`src/rtl/riscp_pkg.sv`:
```
// Shared definitions for the core's PC stage: datapath width, reset fetch address and FSM state encoding.
package riscp_pkg;

  localparam int PC_WIDTH = 16;
  localparam logic [PC_WIDTH-1:0] DEFAULT_RESET_PC = 16'h0000;

  typedef enum logic [1:0] {
    IDLE  = 2'b00,
    RUN   = 2'b01,
    HALT  = 2'b10,
    FAULT = 2'b11
  } pc_state_t;

endpackage

```
`src/rtl/pc_unit_sat_counter.sv`:
```
// Saturating up-counter: increments on inc, sticks at all-ones, cleared by synchronous rst.
module sat_counter #(
  parameter int CNT_WIDTH = 16
) (
  input  logic                 clk,
  input  logic                 rst,
  input  logic                 inc,
  output logic [CNT_WIDTH-1:0] count
);

  always_ff @(posedge clk) begin
    if (rst) begin
      count <= '0;
    end else if (inc && (count != '1)) begin
      count <= count + 1'b1;
    end
  end

endmodule

```
`src/rtl/pc_unit.sv`:
```
// Program-counter stage: PC register, IDLE/RUN/HALT control FSM and retired-instruction count.
// Define PC_BOUNDS_CHECK_EN to trap advances to next_pc >= IMEM_DEPTH into the FAULT state.
module pc_unit
  import riscp_pkg::*;
#(
  parameter int               WIDTH      = PC_WIDTH,
  parameter logic [WIDTH-1:0] RESET_PC   = WIDTH'(DEFAULT_RESET_PC),
  parameter int               IMEM_DEPTH = 256,
  parameter int               CNT_WIDTH  = 16
) (
  input  logic                 clk,
  input  logic                 rst,
  input  logic                 start,
  input  logic                 stall,
  input  logic                 halt_req,
  input  logic [WIDTH-1:0]     next_pc,
  output logic [WIDTH-1:0]     pc,
  output logic [WIDTH-1:0]     pc_plus1,
  output logic                 fetch_valid,
  output logic                 halted,
  output logic                 fault,
  output logic [CNT_WIDTH-1:0] retired_cnt
);

  pc_state_t state;
  logic      advance;
  logic      inc;

  // halt_req outranks stall, which outranks an advance
  assign advance     = (state == RUN) && !halt_req && !stall;
  assign pc_plus1    = pc + 1'b1;
  assign fetch_valid = (state == RUN) && !stall;
  assign halted      = (state == HALT);

`ifdef PC_BOUNDS_CHECK_EN
  logic out_of_range;

  assign out_of_range = (32'(next_pc) >= 32'(IMEM_DEPTH));
  assign inc          = advance && !out_of_range;

  always_ff @(posedge clk) begin
    if (rst) begin
      state <= IDLE;
      pc    <= RESET_PC;
      fault <= 1'b0;
    end else begin
      case (state)
        IDLE: if (start) state <= RUN;
        RUN: begin
          if (halt_req) begin
            state <= HALT;
          end else if (!stall) begin
            if (out_of_range) begin
              state <= FAULT;
              fault <= 1'b1;
            end else begin
              pc <= next_pc;
            end
          end
        end
        default: state <= state;
      endcase
    end
  end
`else
  // Depth only matters to the bounds check; the name keeps lint quiet about it here.
  logic unused_imem_depth;

  assign unused_imem_depth = (32'(IMEM_DEPTH) == 32'd0);
  assign inc               = advance;
  assign fault             = 1'b0;

  always_ff @(posedge clk) begin
    if (rst) begin
      state <= IDLE;
      pc    <= RESET_PC;
    end else begin
      case (state)
        IDLE: if (start) state <= RUN;
        RUN: begin
          if (halt_req)    state <= HALT;
          else if (!stall) pc    <= next_pc;
        end
        default: state <= state;
      endcase
    end
  end
`endif

  sat_counter #(
    .CNT_WIDTH(CNT_WIDTH)
  ) u_retired (
    .clk  (clk),
    .rst  (rst),
    .inc  (inc),
    .count(retired_cnt)
  );

endmodule

```
`config.mk`:
```
export PLATFORM = sky130hd
export DESIGN_NAME = pc_unit
export DESIGN_NICKNAME = d
export VERILOG_FILES = /design/src/rtl/riscp_pkg.sv /design/src/rtl/pc_unit_sat_counter.sv /design/src/rtl/pc_unit.sv
export SDC_FILE = /design/constraint.sdc
export NUM_CORES = 1
export LEC_CHECK = 0
export ABC_CLOCK_PERIOD_IN_PS = 5680
export CAP_MARGIN = 20
export CORE_MARGIN = 1.5
export CORE_UTILIZATION = 45
export CTS_CLUSTER_DIAMETER = 150
export DETAILED_ROUTE_END_ITERATION = 8
export GPL_ROUTABILITY_DRIVEN = 0
export PLACE_DENSITY = 0.81
export SLEW_MARGIN = 20
export SYNTH_ARGS = -nofsm -noshare
export SYNTH_HDL_FRONTEND = slang
export SYNTH_SLANG_ARGS = --single-unit
```
`constraint.sdc`:
```
create_clock -name clk -period 5.68 [get_ports clk]
set_input_delay 0.852 -clock clk [delete_from_list [all_inputs] [get_ports clk]]
set_output_delay 0.852 -clock clk [all_outputs]
set_load 0.01 [all_outputs]
```
==> summary.txt <==
Finish
  • NumNets Final: 305
  • Seq. cell area: 681 µm²
  • Fill cells: 317
  • Area taken by multi-input logic gates: 966 µm²
  • Share of cells above drive strength 1: 5.30%
  • Diodes inserted: 0
  • Most frequent cells in the layout: clkdlybuf4s50_1 (70), nand2_1 (43), dfxtp_1 (34)
  • Area Growth Syn to Fin: 49.6%
  • Most common cell after layout, fill and taps aside: clkdlybuf4s50_1
  • Final instance area: 0.00254 mm²

STA
  • Hold slack: 501 ps
  • RSZ-0062 raised after global routing: false
  • Fmax: 318 MHz
  • Worst slew pin tran: 825 ps
  • Fin. max-slew vios: 0
  • Fin crit period: 3140 ps
  • Finish-stage setup viols: 0
  • Skew final: 6.83 ps
  • Relative slew margins: 44.3%
  • Final hold violation count: 0
  • Setup TNS: 0 ps
  • Final Cycle Share: 55.3%

Yosys
  • Netlist cell types: 33
  • Syn_nets: 238
  • Prevailing post-synth register cell: dfxtp_1
  • Async set-reset flop share out of synthesis: 0%
  • Mapped Avg Cell Area: 7.90 µm²
  • Seq/Total Area, Yosys: 40.1%
  • Register bit count reported by yosys: 34
  • Post-synth EDFFs: 0
  • Post-Syn Instances: 215
  • Yosys warnings: 0
  • Mapped cell area: 0.00170 mm²

Setup path
  • Critical path startpoint category: primary input
  • Critical path class: primary input to flip-flop
  • Slowest CP cell: or4_1
  • Max stage delay on crit path: 690 ps
  • Worst-path fanout max: 23
  • Critical-path cell list: clkdlybuf4s50_1 -> or4b_4 -> or4_1 -> or4_1 -> a21oi_1
  • Most frequent CP cell: or4_1
  • Critical path arrival: 3360 ps
  • CP Data Required Time: 5900 ps
  • Crit end category: flip-flop
  • R2R cell count: 4

CTS
  • Clock latency on the worst-skew pair: 290 ps
  • Setup bufs post-CTS: 0
  • CTS root buf: clkbuf_8
  • CTS HTree Levels: 2
  • Bufs on Longest Clock Path: 2
  • CTS tree: yes
  • CTS buffer count: 5
  • Clk pin slew, worst setup/hold paths: 70 ps
  • Hold-fix buffers, CTS: 0
  • Post_cts resized: 0
  • Clk sink count: 34

Placed design
  • DP HPWL: 3.28 mm
  • Placed cell areas: 0.00244 mm²
  • PortBufs: 70

Drt
  • Number of remaining DRC errors: 0
  • Routed len/inst: 13.7 µm
  • Total Wirelength: 4.55 mm
  • Iteration-0 DRC Markers: 71
  • Post-DR vias/cell: 5.40
  • Routed vias: 1788
  • Pre-antenna DRT Iters: 4
  • Antenna viol nets, final: 0

Run
  • # Max-Cap Violations: 0

Power and ir drop
  • Power Total: 479 µW
  • Power per cell area: 188 mW/mm²
  • Max VDD drop: 150 µV
  • P_leak: 0.831 nW

Die
  • Num ports: 72
  • Rows: 22
  • Die Y: 64.4 µm
  • Core ar.: 0.00363 mm²
  • Initial core utilization: 46.7%
  • Die ar.: 0.00415 mm²
  • Die Span X: 64.4 µm

Global route
  • Vias in the first global route: 1635
  • Total GRT Usage: 22.6%
  • First-pass GRT wire length: 7.38 mm
  • Initial antenna violation count: 0
  • Largest net degree at the start of global routing: 36
  • Overflow after GRT: 0

Status
  • Outcome: finished, final reports clean

Worst hold path
  • Hold Path Class: flip-flop to flip-flop
  • Worst hold path stage count: 2
==> routing by layer <==
metal	share of wire [%]	vias up	track usage (%)	routed length (µm)
met5	0	-	0	0
met4	2.0	0	10.4	91
met3	4.7	10	6.08	215
met2	50	51	38.0	2290
met1	43	830	26.9	1940
li1	-	897	-	-
==> synthesized netlist by cell type, types with 3 or more instances <==
| master | instances | share of area [%] |
|---|---|---|
| o31ai_1 | 6 | 2.7 |
| o21ai_0 | 7 | 2.1 |
| nand2_1 | 43 | 9.5 |
| nand3_1 | 11 | 3.2 |
| xor2_1 | 4 | 2.1 |
| dfxtp_1 | 34 | 40 |
| and4_1 | 5 | 2.6 |
| or4_1 | 7 | 3.1 |
| a21oi_1 | 30 | 8.8 |
| nor4_1 | 3 | 1.1 |
| nor2_1 | 5 | 1.1 |
| and3_1 | 4 | 1.5 |
| xnor2_1 | 12 | 6.2 |
| or3_1 | 4 | 1.5 |
| inv_1 | 6 | 1.3 |
| clkbuf_1 | 10 | 2.2 |
| nand4_1 | 6 | 2.2 |
==> critical path, delay by kind of cell <==
kind / cells / cell delay (ps)
AO/OA/AOI/OAI: 1 / 140
AND/OR/NAND/NOR: 3 / 1880
buffers and inverters: 1 / 470
==> state kept, by name, summed over array words and instances, names as in the netlist <==
name,cells
pc,16
u_retired.count,16
state,2
==> per-stage QoR <==
| stage | util [%] | instances | setup WS, ps |
|---|---|---|---|
| 3_3_place_gp | 67.0 | 323 | 2290 |
| 6_report | 69.9 | 331 | 2540 |
| 4_1_cts | 69.7 | 331 | 2550 |
| 3_5_place_dp | 67.0 | 323 | 2260 |
| 5_1_grt | 69.9 | 331 | 2440 |
| 2_1_floorplan | - | 215 | 2980 |
==> power breakdown <==
group	leakage, nW	switching (mW)	internal, mW
logic	0.509	0.0183	0.0286
registers	0.275	0.00569	0.242
clock network	0.0472	0.0863	0.0973
==> area by class of cell <==
cell class	instances	share of cell area (%)
multi-input combinational	163	38.0
clock buffer	6	3.25
tap	48	2.36
timing repair buffer	72	28.2
sequential	34	26.8
inverter	6	0.887
clock inverter	2	0.493
==> path summary, 6_finish.rpt <==
check / end / startpoint / slack, ps
worst min register to register: pc[12] / pc[12] / 500
worst max register to register: u_retired.count[13] / state[1] / 3160
worst max-delay path: u_retired.count[13] / halt_req / 2540
worst min-delay path: pc[12] / pc[12] / 500
==> kinds of logic (layout without fill, tap and decap cells) <==
| logic type | after synthesis | count (layout) | synth area share [%] |
|---|---|---|---|
| XOR/XNOR | 16 | 16 | 8.25 |
| multiplexers | 1 | 1 | 0.663 |
| flip-flops | 34 | 34 | 40.1 |
| adder cells (fa/ha/maj) | 2 | 2 | 1.47 |
| buffers and inverters | 18 | 86 | 4.27 |
| AO/OA/AOI/OAI | 47 | 47 | 15.5 |
| other | 1 | 1 | 0.221 |
| AND/OR/NAND/NOR | 96 | 96 | 29.5 |
Note: power is estimated with default switching activity, not from simulation.
